===== src/rtl/sort_pkg.sv =====
// Shared types and helpers for the in-place sort engine: controller states,
// sort-direction encoding and the swap counter width.
package sort_pkg;

  typedef enum logic [2:0] {
    S_IDLE,
    S_LOADA,
    S_LOADB,
    S_CMP,
    S_WRI,
    S_WRJ,
    S_NEXTJ,
    S_DONE
  } state_t;

  localparam logic ASC  = 1'b0;
  localparam logic DESC = 1'b1;

  // Enough bits to count every pairwise swap of K entries, K*(K-1)/2 at most.
  function automatic int swap_cnt_w(input int k);
    return $clog2(k * (k - 1) / 2 + 1);
  endfunction

endpackage


===== src/rtl/sort_datapath.sv =====
// Register file, A/B operand registers, i/j index counters, comparator and
// swap counter; every register moves only under an enable from the controller.
module sort_datapath
  import sort_pkg::*;
#(
  parameter int K          = 8,
  parameter int W          = 8,
  parameter int SIGNED_CMP = 0,
  parameter int AW         = $clog2(K),
  parameter int CW         = swap_cnt_w(K)
) (
  input  logic          clk,
  input  logic          rst_n,
  input  logic          host_we_i,
  input  logic [AW-1:0] wr_addr_i,
  input  logic [W-1:0]  wr_data_i,
  input  logic [AW-1:0] rd_addr_i,
  input  logic          ld_mode_i,
  input  logic          mode_i,
  input  logic          li_i,
  input  logic          ei_i,
  input  logic          lj_i,
  input  logic          ej_i,
  input  logic          ea_i,
  input  logic          eb_i,
  input  logic          csel_i,
  input  logic          we_i,
  input  logic          cnt_clr_i,
  input  logic          cnt_inc_i,
  output logic [W-1:0]  rd_data_o,
  output logic [CW-1:0] swap_cnt_o,
  output logic          swap_o,
  output logic          zi_o,
  output logic          zj_o
);

  logic [W-1:0]  mem_q [K];
  logic [W-1:0]  a_q, b_q, rd_q;
  logic [AW-1:0] i_q, j_q;
  logic          mode_q;
  logic [CW-1:0] cnt_q;

  logic          mem_we;
  logic [AW-1:0] mem_addr;
  logic [W-1:0]  mem_wdata;
  logic          a_gt_b, a_lt_b;

  // csel=0 writes B into R[i]; csel=1 writes A into R[j] (second half of a swap).
  always_comb begin
    mem_we    = 1'b0;
    mem_addr  = wr_addr_i;
    mem_wdata = wr_data_i;
    if (host_we_i) begin
      mem_we = 1'b1;
    end else if (we_i) begin
      mem_we    = 1'b1;
      mem_addr  = csel_i ? j_q : i_q;
      mem_wdata = csel_i ? a_q : b_q;
    end
  end

  always_ff @(posedge clk or negedge rst_n) begin
    if (!rst_n) begin
      for (int idx = 0; idx < K; idx++) mem_q[idx] <= '0;
    end else if (mem_we) begin
      mem_q[mem_addr] <= mem_wdata;
    end
  end

  always_ff @(posedge clk or negedge rst_n) begin
    if (!rst_n) begin
      i_q    <= '0;
      j_q    <= '0;
      a_q    <= '0;
      b_q    <= '0;
      mode_q <= ASC;
      cnt_q  <= '0;
      rd_q   <= '0;
    end else begin
      if (li_i)      i_q <= '0;
      else if (ei_i) i_q <= i_q + AW'(1);
      if (lj_i)      j_q <= i_q + AW'(1);
      else if (ej_i) j_q <= j_q + AW'(1);
      // After a swap A follows the value now sitting in R[i].
      if (ea_i)      a_q <= csel_i ? b_q : mem_q[i_q];
      if (eb_i)      b_q <= mem_q[j_q];
      if (ld_mode_i) mode_q <= mode_i;
      if (cnt_clr_i)      cnt_q <= '0;
      else if (cnt_inc_i) cnt_q <= cnt_q + CW'(1);
      rd_q <= mem_q[rd_addr_i];
    end
  end

  if (SIGNED_CMP != 0) begin : g_signed
    assign a_gt_b = $signed(a_q) > $signed(b_q);
    assign a_lt_b = $signed(a_q) < $signed(b_q);
  end else begin : g_unsigned
    assign a_gt_b = a_q > b_q;
    assign a_lt_b = a_q < b_q;
  end

  assign swap_o     = (mode_q == DESC) ? a_lt_b : a_gt_b;
  assign zj_o       = (j_q == AW'(K - 1));
  assign zi_o       = (i_q == AW'(K - 2));
  assign rd_data_o  = rd_q;
  assign swap_cnt_o = cnt_q;

endmodule


===== src/rtl/sort_engine.sv =====
// In-place selection-style sorter: host loads K words while idle, pulses s,
// waits for done and reads the sorted words back through the registered port.
module sort_engine
  import sort_pkg::*;
#(
  parameter int K          = 8,
  parameter int W          = 8,
  parameter int SIGNED_CMP = 0,
  localparam int AW        = $clog2(K),
  localparam int CW        = swap_cnt_w(K)
) (
  input  logic          clk,
  input  logic          rst_n,
  input  logic          s,
  input  logic          desc,
  input  logic          wr_en,
  input  logic [AW-1:0] wr_addr,
  input  logic [W-1:0]  wr_data,
  input  logic [AW-1:0] rd_addr,
  output logic [W-1:0]  rd_data,
  output logic          busy,
  output logic          done,
  output logic [CW-1:0] swap_cnt
);

  if (K < 2) begin : g_bad_k
    $error("sort_engine: K must be at least 2");
  end

  state_t state_q, state_d;
  logic   ld_mode, li, ei, lj, ej, ea, eb, csel, we, cnt_clr, cnt_inc;
  logic   swap, zi, zj;

  always_ff @(posedge clk or negedge rst_n) begin
    if (!rst_n) state_q <= S_IDLE;
    else        state_q <= state_d;
  end

  always_comb begin
    state_d = state_q;
    ld_mode = 1'b0;
    li      = 1'b0;
    ei      = 1'b0;
    lj      = 1'b0;
    ej      = 1'b0;
    ea      = 1'b0;
    eb      = 1'b0;
    csel    = 1'b0;
    we      = 1'b0;
    cnt_clr = 1'b0;
    cnt_inc = 1'b0;
    unique case (state_q)
      S_IDLE: if (s) begin
        ld_mode = 1'b1;
        li      = 1'b1;
        cnt_clr = 1'b1;
        state_d = S_LOADA;
      end
      S_LOADA: begin
        ea      = 1'b1;
        lj      = 1'b1;
        state_d = S_LOADB;
      end
      S_LOADB: begin
        eb      = 1'b1;
        state_d = S_CMP;
      end
      S_CMP: state_d = swap ? S_WRI : S_NEXTJ;
      S_WRI: begin
        we      = 1'b1;
        state_d = S_WRJ;
      end
      S_WRJ: begin
        we      = 1'b1;
        csel    = 1'b1;
        ea      = 1'b1;
        cnt_inc = 1'b1;
        state_d = S_NEXTJ;
      end
      S_NEXTJ: begin
        if (!zj) begin
          ej      = 1'b1;
          state_d = S_LOADB;
        end else if (!zi) begin
          ei      = 1'b1;
          state_d = S_LOADA;
        end else begin
          state_d = S_DONE;
        end
      end
      S_DONE: if (!s) state_d = S_IDLE;
      default: state_d = S_IDLE;
    endcase
  end

  assign busy = (state_q != S_IDLE) && (state_q != S_DONE);
  assign done = (state_q == S_DONE);

  sort_datapath #(
    .K          (K),
    .W          (W),
    .SIGNED_CMP (SIGNED_CMP)
  ) u_dp (
    .clk        (clk),
    .rst_n      (rst_n),
    .host_we_i  (wr_en && (state_q == S_IDLE)),
    .wr_addr_i  (wr_addr),
    .wr_data_i  (wr_data),
    .rd_addr_i  (rd_addr),
    .ld_mode_i  (ld_mode),
    .mode_i     (desc),
    .li_i       (li),
    .ei_i       (ei),
    .lj_i       (lj),
    .ej_i       (ej),
    .ea_i       (ea),
    .eb_i       (eb),
    .csel_i     (csel),
    .we_i       (we),
    .cnt_clr_i  (cnt_clr),
    .cnt_inc_i  (cnt_inc),
    .rd_data_o  (rd_data),
    .swap_cnt_o (swap_cnt),
    .swap_o     (swap),
    .zi_o       (zi),
    .zj_o       (zj)
  );

endmodule


===== config.mk =====
export PLATFORM = sky130hd
export DESIGN_NAME = sort_engine
export DESIGN_NICKNAME = d
export VERILOG_FILES = /design/src/rtl/sort_pkg.sv /design/src/rtl/sort_datapath.sv /design/src/rtl/sort_engine.sv
export SDC_FILE = /design/constraint.sdc
export NUM_CORES = 1
export LEC_CHECK = 0
export CAP_MARGIN = 20
export CORE_MARGIN = 10
export CORE_UTILIZATION = 60
export DETAILED_ROUTE_END_ITERATION = 16
export PLACE_DENSITY = 0.9
export SLEW_MARGIN = 40
export SYNTH_ARGS = -nofsm -noshare
export SYNTH_HDL_FRONTEND = slang
export SYNTH_SLANG_ARGS = --single-unit

===== constraint.sdc =====
create_clock -name clk -period 2.59 [get_ports clk]
set_input_delay 0.518 -clock clk [delete_from_list [all_inputs] [get_ports clk]]
set_output_delay 0.518 -clock clk [all_outputs]
set_load 0.01 [all_outputs]

==> metrics <==
mux contribution to synthesized area=37.2%; fraction of registers with async set/reset=100%; Crit Path Category=reg -> out; critical-path cell list=buf_6 > inv_1 > nor2_1 > nor2_1 > clkdlybuf4s50_1; fin. max-slew vios=0; Die Span Y=120 µm; Worst-path clk slew=0.10 ns; Final Cycle Share=96.3%; Post-Synth XOR/XNOR Area=1.02%; number of buffers added on ports=33; io pins=34; CP max stage delay=0.55 ns; clock skew=0.00980 ns; H-Tree Depth=3; DR vias=4,139; nets=527; cells after synthesis=461; wire per inst=22.8 µm; simple-gate share of the synthesized area=8.26%; CTS tree=built; Post-Syn Area=6010 µm²; Via density=6.55; Post-DP Area=6540 µm²; post-cts resize count=1; Synth Register Bits=103; drt initial violations=478; Post-Syn Area per Cell=13.0 µm²; largest net degree at the start of global routing=49; EDFF count, synth=0; Final Cell Area=6780 µm²; TritonCTS sink count=103; most used cell along the critical path=nor2_1; DIE AREA=14,400 µm²; core area=9770 µm²; number of global-route vias before repair=4,309; setup_tns=0 ns; TritonCTS buffer count=9; max_cap viols=0; ANT cells=0; DR pass1 iterations=4; RSZ-0062 raised after global routing=false; top cell family by delay on the critical path=buffers and inverters; Buf/Inv on CP=3; Total Routing Usage GR=20.9%; combinational family with the most area after synthesis=multiplexers; sequential share of the synthesized area=42.9%; commonest non-fill, non-tap cell in the layout=dfrtp_1; crit path DAT=1.98 ns; Worst Max-Slew Pin Slew=0.702 ns; number of cell rows=36; GPL Wtd Cong=0.815; initial antenna violation count=0; PwrDens=1210 nW/µm²; Hold WS=0.0611 ns; most frequent cells in the layout=dfrtp_1, mux2_2, mux4_2; first-pass GRT wire length=23,500 µm; Slew Limit Headroom=52.9%; Adder-Cell Fraction of Synth Area=2.71%; Clock Latency Late Sink=0.38 ns; Warnings, synthesis=0; Initial Util=61.5%; CP required=2.07 ns; Routed Antenna Nets=0; # DRC=0; CP Launch Type=register; DIE WIDTH=120 µm; Post-Place Worst Slack=-0.105 ns; total grt overflow=0; HP Class=in -> async; Post-Syn Nets=493; Distinct cells, synth=43; Worst Slack Setup Final=0.0969 ns; Post-CTS Setup Bufs=0; Synth Area in Compound Gates=5.10%; Leakage=2.89 nW; run status=finished, final reports clean; Crit-path slowest cell=clkdlybuf4s50_1; fmax=401 MHz; Period minus WS final=2.49 ns; VDD IR max=0.580 mV; Final Hold Vio Count=0; ys flop type=dfrtp_1; final setup violation count=0; final core area utilization=69.4%; dpl hpwl=9810 µm; Post-Route WL=14,400 µm; crit path max fanout=16; share of layout cells above drive strength 1=34.3%; Post-CTS Hold Fix Bufs=0; CTS Buffer Depth=2; area delta synth->final=12.8%; CP endpoint kind=output pin; Clk Tree Root Cell=clkbuf_8
-- final timing paths --
path / startpoint / end / slack (ns) / cells after the start
setup / recovery: state_q[0] / busy / 0.1 / 5
hold / removal: rst_n / u_dp.j_q[2] / 0.06 / 1
setup reg to reg: state_q[2] / u_dp.mem_q[22] / 0.24 / 5
hold reg to reg: u_dp.a_q[1] / u_dp.a_q[1] / 0.54 / 2
max in group asynchronous: rst_n / u_dp.mem_q[40] / 1.84 / 2
min in group clk: u_dp.a_q[1] / u_dp.a_q[1] / 0.54 / 2
-- flip-flops by register name, summed over array words and instances, names as in the netlist --
| name | cells |
|---|---|
| u_dp.mem_q | 64 |
| u_dp.swap_cnt_o | 5 |
| u_dp.i_q | 3 |
| u_dp.mode_q | 1 |
| state_q | 3 |
| u_dp.b_q | 8 |
| u_dp.a_q | 8 |
| u_dp.rd_data_o | 8 |
| u_dp.j_q | 3 |
-- where the power goes --
part	internal (W)	switching [W]	total (W)
Combinational	0.00212	0.00184	0.00396
Clock	0.000637	0.000567	0.00120
Sequential	0.00235	0.000705	0.00305
Total	0.00510	0.00311	0.00822
-- synthesized netlist by cell type, types with 2 or more instances --
cell type | count | area share, %
nand2_1 | 23 | 1.4
buf_2 | 8 | 0.67
clkbuf_1 | 13 | 0.81
buf_1 | 5 | 0.31
buf_4 | 3 | 0.37
o21ai_1 | 8 | 0.67
mux2_4 | 2 | 0.50
mux4_2 | 48 | 18
xnor2_1 | 3 | 0.44
dfrtp_1 | 103 | 43
nor3b_4 | 2 | 0.62
mux2_1 | 3 | 0.56
mux2_2 | 74 | 14
nand4_1 | 4 | 0.42
ha_1 | 13 | 2.7
xor2_1 | 4 | 0.58
mux2i_1 | 26 | 4.3
o21ai_0 | 10 | 0.83
nor2b_1 | 3 | 0.31
nor3_4 | 2 | 0.54
nand3_1 | 3 | 0.25
nor3_1 | 3 | 0.25
a211oi_1 | 5 | 0.62
inv_1 | 10 | 0.62
and2_1 | 2 | 0.21
nor2_1 | 37 | 2.3
nand2b_1 | 5 | 0.52
a21oi_1 | 23 | 1.9
nand3b_2 | 2 | 0.37
-- through the flow --
step | power (W) | cells
5_1_grt | 0.00872 | 632
6_report | 0.00822 | 632
3_5_place_dp | 0.00692 | 617
2_1_floorplan | 0.00595 | 461
3_3_place_gp | 0.00666 | 617
4_1_cts | 0.00818 | 632
-- layout make-up --
type,count,area (µm²)
well taps,133,166
clock inverters,6,109
fillers,661,2990
clock buffers,9,124
repair buffers,52,499
multi-input cells,319,3270
flip-flops and latches,103,2580
inverters,10,37.5
-- routing by layer --
metal / global-route usage [%] / share of wire (%) / vias to the layer above
li1: - / - / 1794
met1: 25.8 / 40 / 2123
met2: 34.1 / 49 / 191
met3: 6.09 / 8.0 / 31
met4: 7.92 / 2.9 / 0
met5: 0 / 0 / -
-- kinds of logic after synthesis --
| group | after synthesis |
|---|---|
| mux | 153 |
| simple gates | 92 |
| fa+ha+maj | 13 |
| compound gates | 54 |
| flops | 103 |
| xor+xnor | 7 |
| buf+inv | 39 |
Power figures use the tool's default switching activity.
